### src/rtl/ifu_fetch_queue_pkg.sv
// Shared types and constants for the IFU prefetch queue.
// The output bus width, reset PC and queue entry layout live here.
package ifu_pkg;

    localparam int          FS_TO_DS_BUS_W = 65;
    localparam logic [31:0] IFU_RESET_PC   = 32'h1c00_0000;

    typedef struct packed {
        logic [31:0] pc;
        logic [31:0] inst;
        logic        filled;
        logic        adef;
    } fq_entry_t;

endpackage

### src/rtl/ifu_fetch_queue_if.sv
// Fetch-stage signal bundle: redirect in, split SRAM request/response, and the ID handshake.
// master = the fetch queue, slave = the surrounding pipeline and memory.
interface ifu_fetch_queue_if;

    logic                              br_taken;
    logic [31:0]                       br_target;
    logic                              inst_req;
    logic [31:0]                       inst_addr;
    logic                              inst_addr_ok;
    logic                              inst_data_ok;
    logic [31:0]                       inst_rdata;
    logic                              fs_to_ds_valid;
    logic [ifu_pkg::FS_TO_DS_BUS_W-1:0] fs_to_ds_bus;
    logic                              ds_allowin;

    modport master (
        input  br_taken, br_target, inst_addr_ok, inst_data_ok, inst_rdata, ds_allowin,
        output inst_req, inst_addr, fs_to_ds_valid, fs_to_ds_bus
    );

    modport slave (
        output br_taken, br_target, inst_addr_ok, inst_data_ok, inst_rdata, ds_allowin,
        input  inst_req, inst_addr, fs_to_ds_valid, fs_to_ds_bus
    );

endinterface

### src/rtl/ifu_fetch_queue.sv
// Decoupled prefetch queue: issue at N, data_ok at N+1 earliest, presented to ID at N+2; requests stop when DEPTH entries are allocated or stale responses are pending.
// IFU_ADEF_EN: a misaligned fetch PC allocates one pre-filled adef entry and stalls fetch until the next redirect.
module ifu_fetch_queue
    import ifu_pkg::*;
#(
    parameter int          DEPTH    = 4,
    parameter logic [31:0] RESET_PC = IFU_RESET_PC
) (
    input  logic               clk,
    input  logic               resetn,
    ifu_fetch_queue_if.master  bus
);

    localparam int             PW      = $clog2(DEPTH);
    localparam int             CW      = PW + 1;
    localparam logic [CW-1:0]  DEPTH_C = CW'(DEPTH);

    logic [31:0]                 fpc_q, fpc_d;
    fq_entry_t                   ent_q [DEPTH];
    logic [PW-1:0]               head_q, fill_q, tail_q;
    logic [CW-1:0]               cnt_q, cnt_d;
    logic [CW-1:0]               out_q, out_d;
    logic [CW-1:0]               disc_q, disc_d;
    logic [FS_TO_DS_BUS_W-1:0]   last_q;

    logic                        can_alloc, req, mem_issue, adef_alloc, alloc;
    logic                        head_vld, pop, fill;
    logic [31:0]                 addr;
    logic                        head_adef;
    logic [FS_TO_DS_BUS_W-1:0]   head_bus;
    fq_entry_t                   head_ent;

    // Gating with resetn keeps inst_req low while reset is held and lets it rise in the first cycle after release.
    assign can_alloc = resetn && (cnt_q != DEPTH_C) && (disc_q == '0);

`ifdef IFU_ADEF_EN
    logic adef_stall_q;
    logic fpc_bad;

    assign fpc_bad    = (fpc_q[1:0] != 2'b00);
    assign req        = can_alloc && !fpc_bad;
    assign adef_alloc = can_alloc && fpc_bad && !adef_stall_q && !bus.br_taken;
    assign addr       = fpc_q;
    assign head_adef  = head_ent.adef;
`else
    assign req        = can_alloc;
    assign adef_alloc = 1'b0;
    assign addr       = {fpc_q[31:2], 2'b00};
    assign head_adef  = 1'b0;
`endif

    assign mem_issue = req && bus.inst_addr_ok;
    assign alloc     = mem_issue || adef_alloc;

    assign head_ent  = ent_q[head_q];
    assign head_vld  = (cnt_q != '0) && head_ent.filled;
    assign head_bus  = {head_adef, head_ent.pc, head_ent.inst};
    assign pop       = bus.fs_to_ds_valid && bus.ds_allowin;
    assign fill      = bus.inst_data_ok && (disc_q == '0) && !bus.br_taken;

    assign bus.inst_req       = req;
    assign bus.inst_addr      = addr;
    assign bus.fs_to_ds_valid = head_vld && !bus.br_taken;
    assign bus.fs_to_ds_bus   = head_vld ? head_bus : last_q;

    always_comb begin
        cnt_d  = cnt_q;
        out_d  = out_q;
        disc_d = disc_q;
        fpc_d  = fpc_q;
        if (bus.br_taken) begin
            // Everything still owed by memory, including this cycle's issue, becomes stale.
            cnt_d  = '0;
            out_d  = '0;
            disc_d = disc_q + out_q + CW'(mem_issue) - CW'(bus.inst_data_ok);
            fpc_d  = bus.br_target;
        end else begin
            cnt_d = cnt_q + CW'(alloc) - CW'(pop);
            out_d = out_q + CW'(mem_issue) - CW'(fill);
            if (bus.inst_data_ok && (disc_q != '0)) begin
                disc_d = disc_q - CW'(1);
            end
            if (mem_issue) begin
                fpc_d = fpc_q + 32'd4;
            end
        end
    end

    always_ff @(posedge clk or negedge resetn) begin
        if (!resetn) begin
            fpc_q  <= RESET_PC;
            head_q <= '0;
            fill_q <= '0;
            tail_q <= '0;
            cnt_q  <= '0;
            out_q  <= '0;
            disc_q <= '0;
            last_q <= '0;
            for (int i = 0; i < DEPTH; i++) begin
                ent_q[i] <= '0;
            end
        end else begin
            fpc_q  <= fpc_d;
            cnt_q  <= cnt_d;
            out_q  <= out_d;
            disc_q <= disc_d;
            if (head_vld) begin
                last_q <= head_bus;
            end
            if (bus.br_taken) begin
                head_q <= '0;
                fill_q <= '0;
                tail_q <= '0;
            end else begin
                if (alloc) begin
                    ent_q[tail_q] <= '{pc: addr, inst: 32'h0, filled: adef_alloc, adef: adef_alloc};
                    tail_q        <= tail_q + PW'(1);
                end
                if (fill) begin
                    ent_q[fill_q].inst   <= bus.inst_rdata;
                    ent_q[fill_q].filled <= 1'b1;
                    fill_q               <= fill_q + PW'(1);
                end
                if (pop) begin
                    head_q <= head_q + PW'(1);
                end
            end
        end
    end

`ifdef IFU_ADEF_EN
    always_ff @(posedge clk or negedge resetn) begin
        if (!resetn) begin
            adef_stall_q <= 1'b0;
        end else if (bus.br_taken) begin
            adef_stall_q <= 1'b0;
        end else if (adef_alloc) begin
            adef_stall_q <= 1'b1;
        end
    end
`endif

    // A response with nothing outstanding (live or stale) means the memory side broke protocol.
    a_data_ok_has_owner: assert property (
        @(posedge clk) disable iff (!resetn)
        bus.inst_data_ok |-> ((disc_q != '0) || (out_q != '0))
    );

endmodule

### src/flat_wrapper.sv
// flat-port wrapper written by rule: the top's interface ports become plain ports
module ifu_fetch_queue_flat import ifu_pkg::*;
#(
    parameter int          DEPTH    = 4,
    parameter logic [31:0] RESET_PC = IFU_RESET_PC
)
  (clk, resetn, bus_br_taken, bus_br_target, bus_inst_addr_ok, bus_inst_data_ok, bus_inst_rdata, bus_ds_allowin, bus_inst_req, bus_inst_addr, bus_fs_to_ds_valid, bus_fs_to_ds_bus);
  ifu_fetch_queue_if bus_i ();
  input  logic clk;
  input  logic resetn;
  input wire logic [$bits(bus_i.br_taken)-1:0] bus_br_taken;
  input wire logic [$bits(bus_i.br_target)-1:0] bus_br_target;
  input wire logic [$bits(bus_i.inst_addr_ok)-1:0] bus_inst_addr_ok;
  input wire logic [$bits(bus_i.inst_data_ok)-1:0] bus_inst_data_ok;
  input wire logic [$bits(bus_i.inst_rdata)-1:0] bus_inst_rdata;
  input wire logic [$bits(bus_i.ds_allowin)-1:0] bus_ds_allowin;
  output wire logic [$bits(bus_i.inst_req)-1:0] bus_inst_req;
  output wire logic [$bits(bus_i.inst_addr)-1:0] bus_inst_addr;
  output wire logic [$bits(bus_i.fs_to_ds_valid)-1:0] bus_fs_to_ds_valid;
  output wire logic [$bits(bus_i.fs_to_ds_bus)-1:0] bus_fs_to_ds_bus;
  assign bus_i.br_taken = bus_br_taken;
  assign bus_i.br_target = bus_br_target;
  assign bus_i.inst_addr_ok = bus_inst_addr_ok;
  assign bus_i.inst_data_ok = bus_inst_data_ok;
  assign bus_i.inst_rdata = bus_inst_rdata;
  assign bus_i.ds_allowin = bus_ds_allowin;
  assign bus_inst_req = bus_i.inst_req;
  assign bus_inst_addr = bus_i.inst_addr;
  assign bus_fs_to_ds_valid = bus_i.fs_to_ds_valid;
  assign bus_fs_to_ds_bus = bus_i.fs_to_ds_bus;
  ifu_fetch_queue #(.DEPTH(DEPTH), .RESET_PC(RESET_PC)) u_core (.clk(clk), .resetn(resetn), .bus(bus_i));
endmodule
### config.mk
export PLATFORM = sky130hd
export DESIGN_NAME = ifu_fetch_queue_flat
export DESIGN_NICKNAME = d
export VERILOG_FILES = /design/src/rtl/ifu_fetch_queue_pkg.sv /design/src/rtl/ifu_fetch_queue_if.sv /design/src/rtl/ifu_fetch_queue.sv /design/src/flat_wrapper.sv
export SDC_FILE = /design/constraint.sdc
export NUM_CORES = 1
export LEC_CHECK = 0
export ABC_CLOCK_PERIOD_IN_PS = 3800
export CORE_ASPECT_RATIO = 1.75
export CORE_MARGIN = 3
export CORE_UTILIZATION = 63
export CTS_CLUSTER_SIZE = 14
export DETAILED_ROUTE_END_ITERATION = 16
export DONT_BUFFER_PORTS = 1
export PLACE_DENSITY = 0.85
export SLEW_MARGIN = 20
export SYNTH_ARGS = -nofsm -noshare
export SYNTH_HDL_FRONTEND = slang
export SYNTH_SLANG_ARGS = --single-unit
### constraint.sdc
create_clock -name clk -period 3.8 [get_ports clk]
set_clock_uncertainty 0.05 [all_clocks]
set_input_delay 0.19 -clock clk [delete_from_list [all_inputs] [get_ports clk]]
set_output_delay 0.19 -clock clk [all_outputs]
set_load 0.05 [all_outputs]
---- Word level (Yosys, flattened, before mapping) ----
Index checks and enable logic that the tools add are counted.
operators by class
  bitwise operators ....................... 3
  add/sub/neg operators ................... 12
  reduce and logical (&&, ||, !) cells .... 19
  equality and inequality tests ........... 1
  mux-type cells .......................... 28
  $lt $le $gt $ge ......................... 5
operator list
  kind                                                      number
  bitwise mux 264 bit                                       3
  two-way mux 264 bit                                       3
  demux 66 bit (select 2 bit)                               3
  two-way mux 66 bit                                        3
  binary-select mux 66 bit (select 2 bit)                   1
  two-way mux 65 bit                                        1
  two-way mux 32 bit                                        2
  two-way mux 34 bit                                        1
  adder 32 x 3 -> 32 bit, second input constant             1
  two-way mux 2 bit                                         7
  two-way mux 3 bit                                         4
  logical AND 1 bit                                         11
  adder 3 x 1 -> 3 bit                                      3
  greater-or-equal comparator 3 bit, second input constant  3
  inverter 2 -> 3 bit                                       3
  subtractor 3 x 1 -> 3 bit                                 3
  nonzero test 2 bit                                        4
  adder 2 x 1 -> 2 bit, second input constant               3
  < comparator 3 x 1 -> 1 bit, second input constant        2
  nonzero test 3 bit                                        2
  adder 3 bit                                               1
  logical NOT 3 bit                                         1
  != test 3 bit, second input constant                      1
  subtractor 3 x 1 -> 3 bit, second input constant          1
  logical NOT 1 bit                                         1
storage, ports and cells
  bits in registers ....................... 376
  output and inout bits ................... 99
  bits of input ports ..................... 70
  logic and storage cells ................. 92

---- Depth between registers and ports, before layout ----
Gate-level depths: netlist of the first run.
  depth in word-level cells ............... 11
  depth in mapped cells ................... 11
  gate-level depth less buffers ........... 10

---- Worst setup path before layout of the first run ----
OpenSTA, ideal clock, no wires.
  kind .................................... reg-to-reg
  from .................................... reg u_core.fpc_q[4]
  to ...................................... reg u_core.fpc_q[28]
  arrival ................................. 2.405 ns
  cell stages (with the launch flop) ...... 8
  path slack .............................. 1.268 ns
  library setup time ...................... 0.077 ns
  data required time ...................... 3.673 ns
  path through ............................ dfrtp_1 buf_2 nand3_2 or4_1 buf_2 buf_6 or4_1 a31oi_1
between the ends
  longest elaborated chain between the ends .. 3
RTL lines
  item                      RTL line                text
  start: declaration        ifu_fetch_queue.sv:18   logic [31:0] fpc_q, fpc_d;
  start signal: assignment  ifu_fetch_queue.sv:103  fpc_q <= fpc_d;
  adder 32 x 3 -> 32 bit    ifu_fetch_queue.sv:84   fpc_d = fpc_q + 32'd4;
  two-way mux 32 bit        ifu_fetch_queue.sv:83   if (mem_issue) begin
  two-way mux 32 bit        ifu_fetch_queue.sv:71   if (bus.br_taken) begin
No other way between the ends. The select of a mux whose other input is x is not followed.
A chain may end at the register's enable or synchronous reset.

---- Worst setup path after layout of the first run ----
  from .................................... reg u_core.head_q[0]
  to ...................................... out bus_fs_to_ds_valid
between the ends
  longest elaborated chain between the ends .. 6
RTL lines
  item                                                    RTL line                text
  start: declaration                                      ifu_fetch_queue.sv:20   logic [PW-1:0] head_q, fill_q, tail_q;
  start signal: assignment                                ifu_fetch_queue.sv:125  head_q <= head_q + PW'(1);
  inverter 2 -> 3 bit (not written as such)               ifu_fetch_queue.sv:55   assign head_ent = ent_q[head_q];
  binary-select mux 66 bit (select 2 bit)                 ifu_fetch_queue.sv:55
  two-way mux 66 bit (not written as such) (2 in series)  ifu_fetch_queue.sv:55
  logical AND 1 bit                                       ifu_fetch_queue.sv:56   assign head_vld = (cnt_q != '0) && head_ent.filled;
  logical AND 1 bit                                       ifu_fetch_queue.sv:63   assign bus.fs_to_ds_valid = head_vld && !bus.br_taken;
  end: declaration                                        flat_wrapper.sv:19      output wire logic [$bits(bus_i.fs_to_ds_valid)-1:0] bus_fs_to_ds_valid;
No other way between the ends. The select of a mux whose other input is x is not followed.

==> key figures, run 1 <==
Clock network
  • CTS tree: yes
  • Root Buffer: clkbuf_16
  • H-tree Lvls: 2
  • Worst-skew pair later-pin latency: 0.51 ns
  • Resized cells post-CTS: 0
  • Setup Buffers After CTS: 0
  • Cts bufs inserted: 34
  • Reg clk slew, reported paths: 0.06 ns
  • Sinks on the clock net: 370
  • Cts hold-fix bufs: 69
  • Clk buf depth: 3

Die
  • Starting Density: 64.11%
  • Core Region: 26060 sq um
  • Die height: 221.4 microns
  • FP Rows: 78
  • # IOs: 169
  • Die X-Extent: 129.1 microns
  • Die footprint: 28580 sq um

Synth
  • Ys async rst share: 100.0%
  • Post-synth top area share: 54.98%
  • FF+latch count, synth: 370
  • Register area share after synthesis: 55.45%
  • Largest cells by area after synthesis: dfrtp_1, mux2_2, mux4_2
  • Synthesized area per cell: 11.97 sq um
  • Number of enable flip-flop cells after synthesis: 0
  • Yosys warning count: 0
  • Post-Synthesis Cells: 1395
  • Leading register cell type out of synthesis: dfrtp_1
  • Largest area contributor in the netlist: dfrtp_1
  • Mapped cell area: 16700 sq um
  • Yosys cell types: 54

Timing
  • Final worst path period need: 3.161 ns
  • Unrepaired setup endpoints after global routing: false
  • Slew margin rel.: 26.15%
  • Final setup violation count: 0
  • Tcrit/Tclk final: 83.19%
  • Min Hold Slack: -0.6685 ns
  • TNS Setup: 0 ns
  • Upper clock frequency limit: 0.3163 GHz
  • Final hold vios: 370
  • Pins Over Slew Limit: 0
  • Worst Max-Slew Pin Slew: 1.108 ns

Worst setup path
  • Worst reg-to-reg path cell count: 4
  • Crit path max-delay family: simple AND/OR/NAND/NOR gates
  • Slowest cell delay on critical path: 0.95 ns
  • Cell Chain, Critical Path: mux4_2 > nand2_4 > nor2_1
  • Setup crit start kind: flop
  • CP max stage cell: nor2_1
  • Critical path arrival: 2.92 ns
  • Worst r2r src: u_core.fpc_q[4]$_DFFE_PN0P_
  • Required @ worst endpoint: 3.56 ns
  • R2R Path End: u_core.fpc_q[22]$_DFFE_PN0P_
  • Worst reg2reg setup slack: 0.72 ns
  • Crit path buf inv count: 0
  • Worst Path Max Fanout: 66
  • Setup Crit Path Kind: reg2out
  • Worst setup EP type: output pin

Finish
  • Number of nets in the layout: 1508
  • Fin area: 18750 sq um
  • Share of cells above drive strength 1: 23.31%
  • Layout filler cell count: 1674
  • Area Overhead vs Synth: 12.27%

Detailed routing
  • Vias per std cell: 6.469
  • Pre-Repair DR Iteration Count: 5
  • Drt total wl: 41.46 mm
  • DR iter-0 viols: 1125
  • Routed via count: 11380
  • DRC: 0
  • WL/cell: 23.57 microns
  • Post-route ant nets: 0

Place
  • IO buf count: 0
  • Gp weighted congestion: 0.8102
  • Hpwl dp: 23.20 mm
  • DP Area: 16910 sq um

Run status
  • Violated checks: hold timing
  • Status: finished with violations

Global routing
  • Tot GR Track Use: 29.74%
  • Global-route wire length before repair: 66.95 mm
  • Number of global-route vias before repair: 12510
  • Initial antenna violation count: 2
  • Largest net degree at the start of global routing: 373
  • GR Overflow Total: 0

Power
  • Peak supply drop: 511.0 uV
  • P per Cell Area: 690.4 nW/um^2
  • Leakage: 8.368 nW

Job
  • Number of max-cap violations: 0

Min path
  • Tightest Hold Check Type: in2async
==> kinds of logic after synthesis <==
kind of cell	count (synthesis)	synth area share, %
buf+inv	130	3.213
other cells	1	0.02245
mux	254	21.47
flops	370	55.45
fa+ha+maj	20	1.633
compound gates	188	6.262
simple gates	413	10.95
xor+xnor	19	0.9962
==> synth_stat cells, types with 12 or more instances <==
library cell / count
a31oi_1: 19
buf_2: 27
clkbuf_1: 68
dfrtp_1: 367
ha_1: 17
inv_1: 25
mux2_2: 185
mux4_2: 65
nand2_1: 286
nand3_1: 12
nor2_1: 36
o21ai_0: 142
o31ai_1: 14
or4_1: 19
xnor2_1: 15
==> power breakdown <==
group / switching [mW] / internal (mW)
clock: 1.42 / 2.12
sequential: 0.533 / 4.70
combinational: 2.74 / 1.44
==> per-layer routing <==
| metal | part of all wire [%] | track usage [%] |
|---|---|---|
| met1 | 37 | 36.14 |
| met5 | 0 | 0 |
| met4 | 3.2 | 12.21 |
| met2 | 54 | 52.55 |
| met3 | 6.1 | 4.275 |
==> worst max-delay path by stage <==
| stage | startpoint | endpoint | cells past startpoint |
|---|---|---|---|
| after global routing | u_core.head_q[0]$_DFFE_PN0P_ | bus_fs_to_ds_valid | 3 |
| final | u_core.head_q[0]$_DFFE_PN0P_ | bus_fs_to_ds_valid | 3 |
| after global placement | u_core.fpc_q[6]$_DFFE_PN0P_ | u_core.fpc_q[27]$_DFFE_PN1P_ | 4 |
| after CTS | u_core.head_q[0]$_DFFE_PN0P_ | bus_fs_to_ds_valid | 3 |
| after floorplan | u_core.fpc_q[4]$_DFFE_PN0P_ | u_core.fpc_q[28]$_DFFE_PN1P_ | 7 |
| after detailed placement | u_core.fpc_q[6]$_DFFE_PN0P_ | u_core.fpc_q[22]$_DFFE_PN0P_ | 4 |
==> final cells by class <==
type,count,area (sq um),area share [%]
Antenna cell,2,5.005,0.02669
Clock buffer,50,1015,5.411
Clock inverter,5,125.1,0.6672
Inverter,26,97.59,0.5204
Multi-Input combinational cell,896,6933,36.97
Sequential cell,370,9270,49.43
Tap cell,320,400.4,2.135
Timing Repair Buffer,90,908.4,4.844
==> cells in the final DEF, fill, tap and decap left out, types with 3 or more instances in the layout <==
master,Yosys,routed
xnor2_1,15,15
nor3_1,3,3
xor2_1,4,4
nor2_1,36,36
nor2b_1,9,9
nand2_1,286,285
o21ai_0,142,142
and3_4,0,3
and2_1,5,5
fa_1,3,3
dfstp_2,3,3
nand4_1,10,10
nor4_1,5,5
clkbuf_16,0,37
clkbuf_1,68,9
mux2i_1,4,4
nand3_1,12,12
clkbuf_8,0,4
o31ai_1,14,14
bufinv_16,0,4
a31oi_1,19,19
or3_1,7,7
buf_4,2,17
mux2_2,185,185
dfrtp_1,367,365
ha_1,17,17
dlygate4sd3_1,0,68
or4_1,19,19
inv_1,25,25
mux4_2,65,65
buf_12,0,5
==> metrics by stage <==
step / utilization [%] / std cells / hold slack [ns] / power [mW] / setup slack (ns)
5_1_grt: 71.97 / 1759 / -0.6897 / 13.50 / 0.5154
6_report: 71.97 / 1759 / -0.6685 / 12.95 / 0.6389
3_5_place_dp: 64.89 / 1633 / -0.1459 / 9.383 / 0.7843
4_1_cts: 71.95 / 1757 / -0.6896 / 12.99 / 0.6220
3_3_place_gp: 64.89 / 1633 / -0.1467 / 9.229 / 0.9215
2_1_floorplan: - / 1396 / -0.1556 / 8.718 / 1.268
(Power assumes the default switching activity.)
==> run 2: changes to the inputs <==
--- a/config.mk
+++ b/config.mk
@@ -5,14 +5,14 @@
 export SDC_FILE = /design/constraint.sdc
 export NUM_CORES = 1
 export LEC_CHECK = 0
-export ABC_CLOCK_PERIOD_IN_PS = 3800
+export ABC_CLOCK_PERIOD_IN_PS = 2800
 export CORE_ASPECT_RATIO = 1.75
 export CORE_MARGIN = 3
-export CORE_UTILIZATION = 63
+export CORE_UTILIZATION = 58
 export CTS_CLUSTER_SIZE = 14
 export DETAILED_ROUTE_END_ITERATION = 16
 export DONT_BUFFER_PORTS = 1
-export PLACE_DENSITY = 0.85
+export PLACE_DENSITY = 0.82
 export SLEW_MARGIN = 20
 export SYNTH_ARGS = -nofsm -noshare
 export SYNTH_HDL_FRONTEND = slang
==> constraint.sdc (replaced) <==
create_clock -name clk -period 2.8 [get_ports clk]
set_clock_uncertainty 0.05 [all_clocks]
set_input_delay 0.14 -clock clk [delete_from_list [all_inputs] [get_ports clk]]
set_output_delay 0.14 -clock clk [all_outputs]
set_load 0.05 [all_outputs]
==> key figures, run 2 (same netlist as run 1, synthesis figures left out) <==
Finish
  • Fin util: 68.35% (-3.6 points)
  • Share of cells above drive strength 1: 25.95% (+2.6 points)
  • FF/Latch Area: 9270 sq um (unchanged)
  • Area Overhead vs Synth: 15.27%
  • Commonest non-fill, non-tap cell in the layout: dfrtp_1
  • Fin area: 19260 sq um (+2.7%)
  • Layout filler cell count: 1928 (+15%)
  • Number of nets in the layout: 1547 (+2.6%)
  • Multi-input gate area: 6944 sq um (+0.16%)
  • Most frequent cells in the layout: dfrtp_1, nand2_1, mux2_2, o21ai_0, dlygate4sd3_1

Timing
  • TNS Setup: 0 ns (unchanged)
  • Pins Over Slew Limit: 0 (unchanged)
  • Min Hold Slack: -0.7301 ns (-0.06162 ns)
  • Final setup violation count: 0 (unchanged)
  • Worst Max-Slew Pin Slew: 1.169 ns (+0.06165 ns)
  • Unrepaired setup endpoints after global routing: false
  • Upper clock frequency limit: 0.3709 GHz
  • Tcrit/Tclk final: 96.29%
  • Final hold vios: 370 (unchanged)
  • Slew margin rel.: 22.04% (-4.1 points)
  • Final worst path period need: 2.696 ns

Clock network
  • CTS tree: yes
  • Reg clk slew, reported paths: 0.06 ns (about the same)
  • Root Buffer: clkbuf_16
  • Setup Buffers After CTS: 0 (unchanged)
  • Sinks on the clock net: 370 (unchanged)
  • Cts hold-fix bufs: 68 (-1.4%)
  • H-tree Lvls: 2 (unchanged)
  • Cts bufs inserted: 35 (+2.9%)
  • Worst-skew pair later-pin latency: 0.53 ns (+0.02 ns)
  • Clk buf depth: 3 (unchanged)

Place
  • IO buf count: 0 (unchanged)
  • DP Area: 17360 sq um (+2.6%)
  • Gp weighted congestion: 0.8109 (about the same)
  • Hpwl dp: 23.95 mm (+3.2%)

Worst setup path
  • Cell Chain, Critical Path: mux4_2 > nand2_4 > buf_12 > mux2_2
  • Worst reg2reg setup slack: 0.17 ns (-0.55 ns)
  • Worst Path Max Fanout: 42 (-36%)
  • Slowest cell delay on critical path: 0.58 ns (-0.37 ns)
  • Worst setup EP type: output pin
  • Setup Crit Path Kind: reg2out
  • Setup crit start kind: flop
  • Critical path arrival: 2.51 ns (-0.41 ns)
  • Required @ worst endpoint: 2.61 ns (-0.95 ns)
  • CP max stage cell: mux4_2

Job
  • Number of max-cap violations: 0 (unchanged)

Die
  • Die X-Extent: 134.3 microns (+4.0%)
  • Core Region: 28170 sq um (+8.1%)
  • Die height: 230.5 microns (+4.1%)
  • Starting Density: 59.29% (-4.8 points)
  • # IOs: 169 (unchanged)
  • Die footprint: 30950 sq um (+8.3%)
  • FP Rows: 81 (+3.8%)

Global routing
  • GR Overflow Total: 0 (unchanged)
  • Global-route wire length before repair: 68.08 mm (+1.7%)
  • Initial antenna violation count: 1 (-1)
  • Number of global-route vias before repair: 12550 (+0.34%)
  • Tot GR Track Use: 27.85% (-1.9 points)
  • Largest net degree at the start of global routing: 373 (unchanged)

Run status
  • Status: finished with violations
  • Violated checks: hold timing

Detailed routing
  • Routed via count: 11560 (+1.6%)
  • DR iter-0 viols: 803 (-29%)
  • Drt total wl: 42.30 mm (+2.0%)
  • WL/cell: 22.81 microns (-3.2%)
  • DRC: 0 (unchanged)
  • Vias per std cell: 6.237 (-3.6%)
  • Post-route ant nets: 0 (unchanged)
  • Pre-Repair DR Iteration Count: 5 (unchanged)

Power
  • Leakage: 8.597 nW (+2.7%)
  • P per Cell Area: 928.8 nW/um^2 (+35%)
  • Peak supply drop: 690.4 uV (+35%)

Min path
  • Tightest Hold Check Type: in2async
## run 2: critical path, delay by kind of cell (launching register included)
kind,cells,cell delay (ns)
buffers and inverters,1,0.27
DFF,1,0.47
muxes,2,1.10
and+or+nand+nor,1,0.12
## run 2: final timing paths
kind | endpoint | startpoint | depth (start not counted)
setup / recovery | bus_fs_to_ds_bus[39] | u_core.head_q[0]$_DFFE_PN0P_ | 4
hold / removal | asynchronous set/reset pin | resetn | 0
setup reg to reg | u_core.fpc_q[27]$_DFFE_PN1P_ | u_core.disc_q[0]$_DFFE_PN0P_ | 7
hold reg to reg | flop | flop | 1
max in group asynchronous | u_core.head_q[1]$_DFFE_PN0P_ | resetn | 0
min in group clk | u_core.fpc_q[30]$_DFFE_PN0P_ | bus_inst_addr_ok | 4
## run 2: where the power goes
part / internal, mW / leakage [nW] / switching (mW)
clock network: 2.85 / 0.568 / 2.01
logic: 2.13 / 3.09 / 3.98
registers: 6.38 / 4.94 / 0.525
## run 2: what timing repair did
| item | 4_1_cts | 5_1_grt |
|---|---|---|
| resized for setup | 2 | 3 |
| endpoints found under the setup margin | 64 | 4 |
| cloned | 0 | 1 |
| hold endpoints to repair | 542 | 370 |
## run 2: cell type report
class	count	share of cell area, %
timing repair buffer	128	6.829
antenna	1	0.01300
multi-input combinational	896	36.06
inverter	26	0.5068
clock buffer	52	5.413
clock inverter	8	0.6108
tap	373	2.424
sequential	370	48.14
## run 2: routing by layer
layer / global-route usage (%) / vias to the layer above / part of all wire [%]
li1: - / 4998 / -
met2: 49.13 / 481 / 53
met3: 4.601 / 125 / 5.8
met1: 33.39 / 5960 / 37
met5: 0 / - / 0
met4: 12.58 / 0 / 3.9
## run 2: per-stage QoR
step / cells / power, mW / setup WS, ns / hold WS (ns)
6_report: 1854 / 17.88 / 0.1040 / -0.7301
5_1_grt: 1854 / 18.64 / 0.03810 / -0.7598
3_3_place_gp: 1724 / 12.70 / 0.3325 / -0.1950
3_5_place_dp: 1724 / 12.93 / 0.2320 / -0.1975
4_1_cts: 1852 / 17.91 / 0.02348 / -0.7605
2_1_floorplan: 1396 / 11.83 / 0.2678 / -0.2056
==> run 3: changes to the inputs <==
--- a/config.mk
+++ b/config.mk
@@ -12,7 +12,7 @@
 export CTS_CLUSTER_SIZE = 14
 export DETAILED_ROUTE_END_ITERATION = 16
 export DONT_BUFFER_PORTS = 1
-export PLACE_DENSITY = 0.82
+export PLACE_DENSITY = 0.84
 export SLEW_MARGIN = 20
 export SYNTH_ARGS = -nofsm -noshare
 export SYNTH_HDL_FRONTEND = slang
==> key figures, run 3 (same netlist as run 1, synthesis figures left out) <==
Global routing
  • Number of global-route vias before repair: 12850 (+2.4%)
  • Initial antenna violation count: 1 (unchanged)
  • GR Overflow Total: 0 (unchanged)
  • Largest net degree at the start of global routing: 373 (unchanged)
  • Tot GR Track Use: 28.13% (+0.28 points)
  • Global-route wire length before repair: 68.99 mm (+1.3%)

Worst setup path
  • Worst reg2reg setup slack: 0.18 ns (about the same)
  • CP endpoint: bus_fs_to_ds_bus[37]
  • Critical path arrival: 2.53 ns (+0.02 ns)
  • Setup crit start kind: flop
  • Worst Path Max Fanout: 24 (-43%)
  • Worst reg-to-reg path cell count: 7 (unchanged)
  • Required @ worst endpoint: 2.61 ns (about the same)
  • Worst setup EP type: output pin
  • Worst r2r src: u_core.disc_q[0]$_DFFE_PN0P_
  • R2R Path End: u_core.fpc_q[28]$_DFFE_PN1P_
  • Setup Crit Path Kind: reg2out
  • CP Launch Point: u_core.head_q[0]$_DFFE_PN0P_

Finish
  • Number of nets in the layout: 1546 (-0.065%)
  • Layout filler cell count: 1940 (+0.62%)
  • Most frequent cells in the layout: dfrtp_1, nand2_1, mux2_2, o21ai_0, dlygate4sd3_1
  • Share of cells above drive strength 1: 25.46% (-0.49 points)
  • Multi-input gate area: 6937 sq um (-0.11%)
  • FF/Latch Area: 9270 sq um (unchanged)
  • Fin util: 68.02% (-0.32 points)
  • Area Overhead vs Synth: 14.73%
  • Commonest non-fill, non-tap cell in the layout: dfrtp_1
  • Non-Filler Instances: 1852 (-0.11%)

Clock network
  • Clk buf depth: 3 (unchanged)
  • Root Buffer: clkbuf_16
  • Cts bufs inserted: 35 (unchanged)
  • CTS tree: yes
  • Worst-skew pair later-pin latency: 0.52 ns (about the same)
  • H-tree Lvls: 2 (unchanged)
  • Setup Buffers After CTS: 0 (unchanged)
  • Sinks on the clock net: 370 (unchanged)
  • Reg clk slew, reported paths: 0.06 ns (about the same)
  • Cts hold-fix bufs: 68 (unchanged)

Timing
  • Min Hold Slack: -0.7334 ns (-0.003312 ns)
  • Worst Max-Slew Pin Slew: 1.304 ns (+0.1344 ns)
  • Slew margin rel.: 13.08% (-9.0 points)
  • Upper clock frequency limit: 0.3675 GHz (-0.92%)
  • Final worst path period need: 2.721 ns (+0.02491 ns)
  • Pins Over Slew Limit: 0 (unchanged)
  • Tcrit/Tclk final: 97.18% (+0.89 points)
  • Final hold vios: 370 (unchanged)
  • Final setup violation count: 0 (unchanged)
  • Unrepaired setup endpoints after global routing: false
  • TNS Setup: 0 ns (unchanged)

Die
  • Die height: 230.5 microns (unchanged)
  • FP Rows: 81 (unchanged)
  • # IOs: 169 (unchanged)
  • Core Region: 28170 sq um (unchanged)
  • Starting Density: 59.29% (unchanged)
  • Die X-Extent: 134.3 microns (unchanged)
  • Die footprint: 30950 sq um (unchanged)

Power
  • Combinational Power Share: 34.1% (about the same)
  • Leakage: 8.564 nW (-0.38%)
  • Pwr Total: 17.76 mW (-0.70%)
  • Sw frac: 36.81% (+0.34 points)
  • Peak supply drop: 682.0 uV (-1.2%)
  • Switching power: 6.537 mW (+0.22%)
  • Flop pwr share: 39.0% (+0.4 points)
  • Power Internal: 11.22 mW (-1.2%)
  • P per Cell Area: 926.7 nW/um^2 (-0.23%)
  • Power share of the clock group: 26.9% (-0.3 points)

Run status
  • Violated checks: hold timing
  • Status: finished with violations

Detailed routing
  • DRC: 0 (unchanged)
  • Vias per std cell: 6.342 (+1.7%)
  • WL/cell: 23.27 microns (+2.0%)
  • Drt total wl: 43.10 mm (+1.9%)
  • Post-route ant nets: 0 (unchanged)
  • Pre-Repair DR Iteration Count: 5 (unchanged)
  • DR iter-0 viols: 1023 (+27%)
  • Routed via count: 11750 (+1.6%)

Place
  • Hpwl dp: 25.57 mm (+6.8%)
  • Gp weighted congestion: 0.8297 (+2.3%)
  • IO buf count: 0 (unchanged)
  • Dpl cells: 1724 (unchanged)

Job
  • Number of max-cap violations: 0 (unchanged)

Min path
  • Tightest Hold Check Type: in2async
## run 3: area by class of cell
type / instances / share of cell area [%]
sequential: 370 / 48.37
multi-input combinational: 896 / 36.20
timing repair buffer: 127 / 6.542
clock buffer: 53 / 5.510
tap: 373 / 2.435
inverter: 26 / 0.5092
clock inverter: 5 / 0.4113
antenna: 2 / 0.02611
## run 3: through the flow
stage                     setup WS [ns]  hold WS (ns)  cell area [sq um]
after floorplan                  0.2678       -0.2056              16710
after global placement           0.2979       -0.1965              17330
final                           0.07905       -0.7334              19160
after global routing           0.006344       -0.7467              19160
after detailed placement         0.2040       -0.1979              17330
after CTS                       0.02958       -0.7514              19150
## run 3: routing by layer
| metal | GRT usage (%) | part of all wire [%] | vias to the layer above |
|---|---|---|---|
| li1 | - | - | 4990 |
| met2 | 50.11 | 54 | 541 |
| met1 | 32.38 | 35 | 6074 |
| met3 | 5.081 | 6.3 | 141 |
| met4 | 13.92 | 4.8 | 0 |
| met5 | 0 | 0 | - |
## run 3: repair_timing
item,CTS,global route
hold endpoints to repair,542,370
gates resized for setup,0,1
setup endpoints to repair,0,3
## run 3: worst min path at each step
stage / start / end / slack, ns / depth (start not counted)
floorplan: resetn / asynchronous set/reset pin / -0.21 / 0
global placement: resetn / asynchronous set/reset pin / -0.20 / 0
detailed placement: resetn / asynchronous set/reset pin / -0.20 / 0
CTS: resetn / u_core.last_q[57]$_DFF_PN0_ / -0.75 / 0
global route: resetn / u_core.last_q[48]$_DFF_PN0_ / -0.75 / 0
finish: resetn / u_core.last_q[57]$_DFF_PN0_ / -0.73 / 0
## run 3: power groups by stage
stage | Combinational [mW] | Sequential (mW) | Clock [mW]
2_1_floorplan | 4.90 | 6.94 | 0
3_3_place_gp | 5.75 | 6.89 | 0
3_5_place_dp | 5.95 | 6.98 | 0
4_1_cts | 6.08 | 6.90 | 4.82
5_1_grt | 6.39 | 7.01 | 5.05
6_report | 6.06 | 6.92 | 4.77
## run 3: worst max-delay path: stages, from the launching register on
cell     delay (ns)
dfrtp_4        0.44
mux4_2         0.57
nand2_4        0.10
buf_4          0.33
mux2_2         0.54
